## src/rtl/morse_keyer.sv

```systemverilog
// ============================================================================
// Module      : morse_keyer
// Description : Turns one (code, length) character per handshake into a timed
//               on/off key signal at standard Morse ratios (dot 1, dash 3,
//               element gap 1, character gap 3, word gap 7 units). Emits a
//               one-cycle done pulse when a character's trailing gap ends.
//               Optional build macro MORSE_FARNSWORTH_EN stretches the
//               character and word gaps by GAP_MULT.
// Revision    : 1.0 - initial release
// ============================================================================
`default_nettype none

module morse_keyer #(
    parameter int UNIT_CYCLES = 4_800_000,
    parameter int CODE_W      = 8,
    parameter int LEN_W       = 4,
    parameter int GAP_MULT    = 2
) (
    input  logic              clk,
    input  logic              rst,      // asynchronous, active low
    input  logic [CODE_W-1:0] i_code,
    input  logic [LEN_W-1:0]  i_len,
    input  logic              i_valid,
    output logic              o_ready,
    output logic              o_key,
    output logic              o_busy,
    output logic              o_done
);

    localparam int c_presc_w = $clog2(UNIT_CYCLES);

`ifdef MORSE_FARNSWORTH_EN
    localparam int c_ucnt_w     = ($clog2(4 * GAP_MULT + 1) > 3) ? $clog2(4 * GAP_MULT + 1) : 3;
    localparam int c_char_units = 2 * GAP_MULT;
    localparam int c_word_units = 4 * GAP_MULT;
`else
    localparam int c_ucnt_w     = 3;
    localparam int c_char_units = 2;
    localparam int c_word_units = 4;
`endif

    localparam logic [c_presc_w-1:0] c_presc_max = c_presc_w'(UNIT_CYCLES - 1);
    localparam logic [c_ucnt_w-1:0]  c_dot_m1    = c_ucnt_w'(0);
    localparam logic [c_ucnt_w-1:0]  c_dash_m1   = c_ucnt_w'(2);
    localparam logic [c_ucnt_w-1:0]  c_gap_m1    = c_ucnt_w'(0);
    localparam logic [c_ucnt_w-1:0]  c_char_m1   = c_ucnt_w'(c_char_units - 1);
    localparam logic [c_ucnt_w-1:0]  c_word_m1   = c_ucnt_w'(c_word_units - 1);
    localparam logic [LEN_W-1:0]     c_max_len   = LEN_W'(CODE_W);

    // Refuse to elaborate with a prescaler too short or a non-positive stretch.
    if (UNIT_CYCLES < 2 || GAP_MULT < 1) begin : g_param_check
        $error("morse_keyer: UNIT_CYCLES must be >= 2 and GAP_MULT >= 1");
    end

    typedef enum logic [2:0] {
        S_IDLE = 3'd0,
        S_ON   = 3'd1,
        S_GAP  = 3'd2,
        S_CHAR = 3'd3,
        S_WORD = 3'd4
    } state_t;

    state_t                r_state;
    state_t                w_next;
    logic [c_presc_w-1:0]  r_presc;
    logic [c_ucnt_w-1:0]   r_units;
    logic [LEN_W-1:0]      r_idx;
    logic [CODE_W-1:0]     r_code;
    logic                  r_done;

    logic                  w_accept;
    logic                  w_tick;
    logic                  w_last;
    logic                  w_dash;
    logic [LEN_W-1:0]      w_len;
    logic [c_ucnt_w-1:0]   w_dur_m1;

    assign o_ready  = (r_state == S_IDLE);
    assign o_busy   = !o_ready;
    assign o_key    = (r_state == S_ON);   // follows the async-reset state register
    assign o_done   = r_done;

    assign w_accept = i_valid && o_ready;
    assign w_len    = (i_len > c_max_len) ? c_max_len : i_len;
    assign w_tick   = (r_presc == c_presc_max);
    assign w_dash   = |(r_code & (CODE_W'(1) << r_idx));
    assign w_last   = w_tick && (r_units == w_dur_m1);

    // Phase length (in units, minus one) for the current state.
    always_comb begin
        w_dur_m1 = '0;
        case (r_state)
            S_ON:    w_dur_m1 = w_dash ? c_dash_m1 : c_dot_m1;
            S_GAP:   w_dur_m1 = c_gap_m1;
            S_CHAR:  w_dur_m1 = c_char_m1;
            S_WORD:  w_dur_m1 = c_word_m1;
            default: w_dur_m1 = '0;
        endcase
    end

    // Next-state selection; phases advance only on the last tick of their span.
    always_comb begin
        w_next = r_state;
        case (r_state)
            S_IDLE: if (w_accept) w_next = (w_len == '0) ? S_WORD : S_ON;
            S_ON:   if (w_last) w_next = S_GAP;
            S_GAP:  if (w_last) w_next = (r_idx == '0) ? S_CHAR : S_ON;
            S_CHAR: if (w_last) w_next = S_IDLE;
            S_WORD: if (w_last) w_next = S_IDLE;
            default: w_next = S_IDLE;
        endcase
    end

    // State register.
    always_ff @(posedge clk or negedge rst) begin
        if (!rst) begin
            r_state <= S_IDLE;
        end else begin
            r_state <= w_next;
        end
    end

    // Prescaler, unit counter, element index, captured code and done pulse.
    always_ff @(posedge clk or negedge rst) begin
        if (!rst) begin
            r_presc <= '0;
            r_units <= '0;
            r_idx   <= '0;
            r_code  <= '0;
            r_done  <= 1'b0;
        end else begin
            r_done <= ((r_state == S_CHAR) || (r_state == S_WORD)) && w_last;

            if (r_state == S_IDLE || w_tick) begin
                r_presc <= '0;
            end else begin
                r_presc <= r_presc + c_presc_w'(1);
            end

            if (r_state == S_IDLE || w_last) begin
                r_units <= '0;
            end else if (w_tick) begin
                r_units <= r_units + c_ucnt_w'(1);
            end

            // Index is tested for zero before any decrement, so it never wraps.
            if (w_accept) begin
                r_code <= i_code;
                r_idx  <= (w_len == '0) ? '0 : (w_len - LEN_W'(1));
            end else if (r_state == S_GAP && w_last && r_idx != '0) begin
                r_idx <= r_idx - LEN_W'(1);
            end
        end
    end

endmodule

`default_nettype wire

```

## config.mk

```make
export PLATFORM = sky130hd
export DESIGN_NAME = morse_keyer
export DESIGN_NICKNAME = d
export VERILOG_FILES = /design/src/rtl/morse_keyer.sv
export SDC_FILE = /design/constraint.sdc
export NUM_CORES = 1
export LEC_CHECK = 0
export ABC_AREA = 1
export ABC_CLOCK_PERIOD_IN_PS = 1500
export BUFFER_PORTS_ARGS = -buffer_cell sky130_fd_sc_hd__buf_4
export CAP_MARGIN = 30
export CELL_PAD_IN_SITES_DETAIL_PLACEMENT = 1
export CELL_PAD_IN_SITES_GLOBAL_PLACEMENT = 1
export CORE_UTILIZATION = 40
export DETAILED_ROUTE_END_ITERATION = 7
export GPL_TIMING_DRIVEN = 0
export PLACE_DENSITY = 0.85
export SETUP_SLACK_MARGIN = 0.15
export SLEW_MARGIN = 20
export SYNTH_ARGS = -nofsm -noshare
export SYNTH_HDL_FRONTEND = slang
export SYNTH_SLANG_ARGS = --single-unit
```

## constraint.sdc

```tcl
create_clock -name clk -period 1.5 [get_ports clk]
set_input_delay 0.225 -clock clk [delete_from_list [all_inputs] [get_ports clk]]
set_output_delay 0.225 -clock clk [all_outputs]
set_load 0.01 [all_outputs]
```

==> results.py, run 1 <==
metrics = {
    "status": {
        "status": "finished, violations left",
        "violations": "setup timing",
    },
    "sta": {
        "hold_violations": 0,
        "rsz0062_at_grt": "true",
        "worst-slew-pin-transition_ps": 560.1,
        "skew_ps": 10.38,
        "setup_viol": 37,
        "slew_headroom_pct": 62.66,
        "period_minus_slack_ps": 1982,
        "worst_slack_ps": -481.9,
        "fmax_mhz": 504.6,
        "slew_violations": 0,
        "fin_crit_sh_pct": 132.1,
        "hold_slack_ps": 113.9,
    },
    "synth": {
        "seq_area_frac_synth_pct": 42.23,
        "synth_top_flop_cell": "dfrtp_1",
        "yosys_warnings": 0,
        "synth_area_leaders": "dfrtp_1 (42%), nand2_1 (14%), inv_1 (5.1%)",
        "async_flop_share_pct": 100.0,
        "synth-seq-cells": 42,
        "netlist_area_um2": 2489,
        "synthDistinctLibCells": 31,
        "synth-edff-count": 0,
        "synth_commonest_cells": "nand2_1 (91), dfrtp_1 (42), inv_1 (34), nor2_1 (28), nand3_1 (23)",
        "synthesis.nets": 337,
        "synth_top_area_share_pct": 42.23,
        "syn_inst": 315,
        "synth.avg_cell_area_um2": 7.900,
        "synth_top_area_cell": "dfrtp_1",
        "yosys.cell_count.top_type": "nand2_1",
    },
    "critical_path": {
        "reg2reg_depth": 11,
        "worstSetupStartpointType": "register",
        "slowest_stage": "dfrtp_1",
        "crit_fanout": 4,
        "crit_path_frequent_cell": "nand2_1",
        "crit_required_ps": 1700,
        "path_class": "reg -> reg",
        "crit_chain": "nand2_1 -> nor2_4 -> nand4_2 -> nor2_4 -> nand2_8 -> nor2_8 -> nand3_4 -> nand2_4 -> nand2_2 -> nand2_1 -> nand2_1",
        "slowest_delay_ps": 410,
        "crit_path_end_kind": "register",
        "cp.arrival_ps": 2180,
    },
    "placed_design": {
        "post-place-cells": 408,
        "hpwlAfterDp_um": 4380,
        "io_buffers": 18,
        "post-place-ws_ps": -417.0,
        "gp_congestion": 0.8126,
        "place_area_um2": 2783,
    },
    "global_route": {
        "grt_pass1_vias": 2514,
        "globalRouteOverflowTotal": 0,
        "antenna_found_initial": 0,
        "grt_usage_pct": 24.24,
        "grt_pass1_wl_um": 11920,
        "grt_max_degree": 43,
    },
    "drt": {
        "vias": 2681,
        "wl_um": 10210,
        "first_pass_iters": 4,
        "vias_per_cell": 5.753,
        "top_layer_used": "met4",
        "met1_length_um": 3676,
        "routedWlPerCell_um": 21.90,
        "drtIter0Drc": 157,
        "wl_met2_um": 5475,
        "dr_wl_met3_um": 501,
        "drc": 0,
        "antenna_left": 0,
    },
    "finish": {
        "multi_input_comb_area_um2": 1698,
        "final_cell_area_um2": 3756,
        "antenna_cells": 0,
        "final_cells": 466,
        "seqCellArea_um2": 1056,
        "drive_gt1_share_pct": 47.06,
        "post-route-util_pct": 63.07,
        "area_delta_synth_final_pct": 50.93,
        "fin_nets": 413,
        "fillers": 676,
    },
    "cts": {
        "clockRootBuffer": "clkbuf_8",
        "clock_latency_ps": 310,
        "cts_tree": "done",
        "cts_made_buffers": 5,
        "cts.sinks": 42,
        "clockBufferDepth": 2,
        "clk_pin_slew_ps": 80,
        "ctsHtreeMaxLevel": 2,
    },
    "power_and_ir_drop": {
        "power.leakage_nw": 1.729,
        "switching_share_pct": 44.73,
        "clkPwrFrac_pct": 12.0,
        "p_int_mw": 3.410,
        "power.density_nw_per_um2": 1643,
        "combPwrFrac_pct": 60.9,
        "net-switching-power_mw": 2.760,
        "p_seq_share_pct": 27.2,
        "peakVddDrop_uv": 1191,
    },
    "floorplanning": {
        "io_pins": 19,
        "core-area_um2": 5956,
        "die_area_um2": 6541,
        "start_util_pct": 41.79,
        "die_h_um": 80.88,
        "fp.dieW_um": 80.88,
        "num_rows": 28,
    },
    "hold_path": {
        "hold_path.class": "in -> reg",
        "min_path_cells": 3,
    },
    "run": {
        "maxCapViolCount": 0,
    },
}
-- worst paths after layout --
check	start	to	slack, ps
worst max-delay path	r_presc[10]	r_state[1]	-480
worst max register to register	r_presc[10]	r_state[1]	-480
worst min-delay path	i_code[6]	r_code[6]	110
max in group asynchronous	rst	r_idx[0]	640
min in group asynchronous	rst	r_presc[15]	440
worst min register to register	r_code[5]	r_code[5]	500
-- critical path, delay by kind of cell (launching register included) --
kind             cells  cell delay [ps]
DFF                  1              410
and+or+nand+nor     11             1470
-- layout make-up --
class / instances / area share [%]
plain buffers: 3 / 1.366
repair buffers: 68 / 16.52
multi-input cells: 235 / 45.20
flip-flops and latches: 42 / 28.11
repair inverters: 1 / 0.2998
clock buffers: 7 / 2.032
well taps: 75 / 2.498
inverters: 35 / 3.964
-- layer usage --
layer,track usage [%],vias up
met5,0,-
met4,7.679,0
met3,4.607,47
met2,45.29,120
met1,27.46,1326
li1,-,1188
-- cell families after synthesis --
| family | after synthesis | synth area share [%] |
|---|---|---|
| xor+xnor | 9 | 3.167 |
| buf+inv | 38 | 5.882 |
| flops | 42 | 42.23 |
| simple gates | 187 | 38.11 |
| compound gates | 32 | 7.089 |
| fa+ha+maj | 7 | 3.519 |
-- power groups by stage --
stage | combinational [mW] | clock, mW | sequential (mW)
after floorplan | 1.33 | 0 | 1.54
after detailed placement | 1.79 | 0 | 1.60
after CTS | 2.75 | 0.737 | 1.59
final | 3.76 | 0.738 | 1.68
after global routing | 3.96 | 0.777 | 1.69
after global placement | 1.72 | 0 | 1.59
-- sequential cells by signal, indices dropped and copies added, names as in the netlist --
register and cells:
o_done 1, r_presc 23, r_units 3, r_state 3, r_idx 4, r_code 8
-- metrics by stage --
step / power, mW / setup TNS [ps]
3_3_place_gp: 3.314 / -6920
4_1_cts: 5.076 / -4953
5_1_grt: 6.427 / -14700
2_1_floorplan: 2.875 / -726.4
3_5_place_dp: 3.389 / -8270
6_report: 6.169 / -12100
-- timing repair --
action                                  CTS  global route
endpoints found under the hold margin    42             0
endpoints found under the setup margin   44            45
hold buffers                              1             0
pin swaps                                 8            21
setup buffers                            27            21
resized for setup                        48            84
gates cloned                              2             0
-- layout by cell type (no fill, tap or decap), types with 11 or more instances in the layout --
master | Yosys | layout
nand2_1 | 91 | 59
buf_4 | 0 | 52
nand3_1 | 23 | 19
inv_1 | 34 | 23
buf_6 | 0 | 11
nor2_1 | 28 | 15
nand2_4 | 3 | 12
nand2_2 | 4 | 24
dfrtp_1 | 42 | 38
nor2_4 | 2 | 11
(Power assumes the default switching activity.)
==> run 2, diff against run 1 <==
Settings changed: CORE_ASPECT_RATIO from default to 0.7, RECOVER_POWER from default to 100.
==> run 2 against run 1 <==
The run still ends with setup timing left. Clock skew increased by 2.6 ps. Final area decreased by 7.3%. Clock power grew 15%. Critical path depth stayed put. Non-clock buffer count down 16. Sequential cell count is the same. Combinational power decreased by 12%. Register-to-register slack lost 20 ps. Sequential share of layout area up 2.2 points. Cell count shrank 3.4%. Via count up 1.9%. Routed wire length up 4.3%. Critical endpoint is now r_idx[0]. Highest routed layer unchanged.
==> results.py, run 2 (same netlist as run 1, synthesis figures left out) <==
metrics = {
    "critical_path": {
        "crit_buf_inv": 1,
        "crit_chain": "inv_1 -> nand2_1 -> nor3_1 -> nand2_1 -> nor2_4 -> nand2_8 -> nor2_8 -> nand4_4 -> nand2_4 -> nand2_1 -> nand2_1",
        "r2r-start": "r_presc[15]",
        "crit_fanout": 5,
        "crit_end": "r_idx[0]",
        "slowest_delay_ps": 410,
        "worstSetupStartpointType": "register",
        "crit_start": "r_presc[15]",
        "crit_required_ps": 1750,
        "crit_path_frequent_cell": "nand2_1",
        "reg2reg_depth": 11,
        "r2r_end": "r_idx[0]",
        "path_class": "reg -> reg",
        "r2r_slack_ps": -510,
        "critical-path-top-delay-family": "simple AND/OR/NAND/NOR gates",
        "crit_path_end_kind": "register",
        "cp.arrival_ps": 2260,
        "slowest_stage": "dfrtp_1",
        "cp.depth": 11,
    },
    "cts": {
        "ctsHtreeMaxLevel": 2,
        "cts_tree": "done",
        "clk_pin_slew_ps": 90,
        "clock_latency_ps": 330,
        "cts.sinks": 42,
        "clockRootBuffer": "clkbuf_8",
        "clockBufferDepth": 2,
        "cts_made_buffers": 5,
    },
    "drt": {
        "routedWlPerCell_um": 23.65,
        "first_pass_iters": 5,
        "vias_per_cell": 6.071,
        "drc": 0,
        "drtIter0Drc": 248,
        "antenna_left": 0,
        "vias": 2732,
        "wl_um": 10640,
    },
    "finish": {
        "regMostFlops": "r_presc",
        "final_cell_mix": "nand2_1 (70), dfrtp_1 (39), buf_4 (38)",
        "reg_top3": "r_presc: 23 flops, r_code: 8 flops, r_idx: 4 flops",
        "final_cells": 450,
        "seqCellArea_um2": 1055,
        "fin_nets": 396,
        "fillers": 696,
        "final_common_cell": "nand2_1",
        "drive_gt1_share_pct": 39.73,
        "area_delta_synth_final_pct": 39.92,
        "final_cell_area_um2": 3482,
        "antenna_cells": 0,
        "multi_input_comb_area_um2": 1609,
        "post-route-util_pct": 59.31,
        "largest_reg_flops": 23,
    },
    "floorplanning": {
        "die_h_um": 68.00,
        "io_pins": 19,
        "fp.dieW_um": 96.28,
        "num_rows": 23,
        "core-area_um2": 5871,
        "die_area_um2": 6546,
        "start_util_pct": 42.39,
    },
    "sta": {
        "worst_slack_ps": -506.3,
        "hold_slack_ps": 99.95,
        "slew_violations": 0,
        "hold_violations": 0,
        "period_minus_slack_ps": 2006,
        "fmax_mhz": 498.4,
        "skew_ps": 13.02,
        "slew_headroom_pct": 32.30,
        "worst-slew-pin-transition_ps": 1015,
        "fin_crit_sh_pct": 133.8,
        "rsz0062_at_grt": "true",
        "setup_viol": 44,
    },
    "status": {
        "violations": "setup timing",
        "status": "finished, violations left",
    },
    "power_and_ir_drop": {
        "power.leakage_nw": 1.597,
        "power.density_nw_per_um2": 1664,
        "peakVddDrop_uv": 1195,
    },
    "placed_design": {
        "hpwlAfterDp_um": 5005,
        "post-place-cells": 408,
        "gp_congestion": 0.8264,
        "io_buffers": 18,
        "place_area_um2": 2783,
    },
    "global_route": {
        "globalRouteOverflowTotal": 0,
        "use_met1_pct": 36.74,
        "grt_max_degree": 43,
        "grt_usage_pct": 29.70,
        "grt_pass1_wl_um": 13720,
        "grt_busiest_layer": "met2",
        "grt_pass1_vias": 2590,
        "use_met3_pct": 6.556,
        "antenna_found_initial": 0,
        "use_met2_pct": 49.82,
    },
    "run": {
        "maxCapViolCount": 0,
    },
    "hold_path": {
        "hold_path.class": "in -> reg",
    },
}
[run 2: through the flow]
stage               TNS (ps)  setup WS [ps]  total power [mW]
floorplan             -726.4         -105.7             2.875
global placement       -7444         -430.1             3.339
detailed placement    -10390         -487.1             3.461
CTS                    -7035         -273.9             5.128
global route          -19410         -591.7             6.050
finish                -16090         -506.3             5.793
[run 2: power by group]
group,switching (mW),internal (mW)
Clock,0.476,0.373
Sequential,0.263,1.37
Combinational,1.94,1.37
Total,2.68,3.11
[run 2: tightest hold or removal path, stage by stage]
cell and delay, ps:
buf_4 80, nand2_1 40, nand2_1 50
[run 2: routing by layer]
metal / part of all wire (%) / vias up
met2: 48 / 169
li1: - / 1143
met3: 7.2 / 51
met1: 40 / 1369
met4: 5.0 / 0
met5: 0 / -
[run 2: worst min-delay path by stage]
stage | from | endpoint | depth (start not counted)
floorplan | rst | o_done | 0
global placement | rst | r_code[6] | 1
detailed placement | rst | r_code[2] | 1
global route | i_code[5] | r_code[5] | 3
finish | i_code[5] | r_code[5] | 3
CTS | i_code[5] | r_code[5] | 3
[run 2: repair_timing]
| item | CTS | global route |
|---|---|---|
| setup endpoints to repair | 44 | 45 |
| setup buffers | 26 | 6 |
| hold buffers | 1 | 0 |
| pin swaps | 15 | 22 |
| hold endpoints to repair | 42 | 0 |
| gates cloned | 1 | 0 |
| resized for setup | 42 | 47 |
[run 2: cell type report]
type,count,share of cell area (%)
Buffer,3,0.8624
Clock buffer,7,2.479
Clock inverter,1,0.1437
Inverter,35,4.060
Multi-Input combinational cell,235,46.21
Sequential cell,42,30.29
Tap cell,75,2.695
Timing Repair Buffer,52,13.26
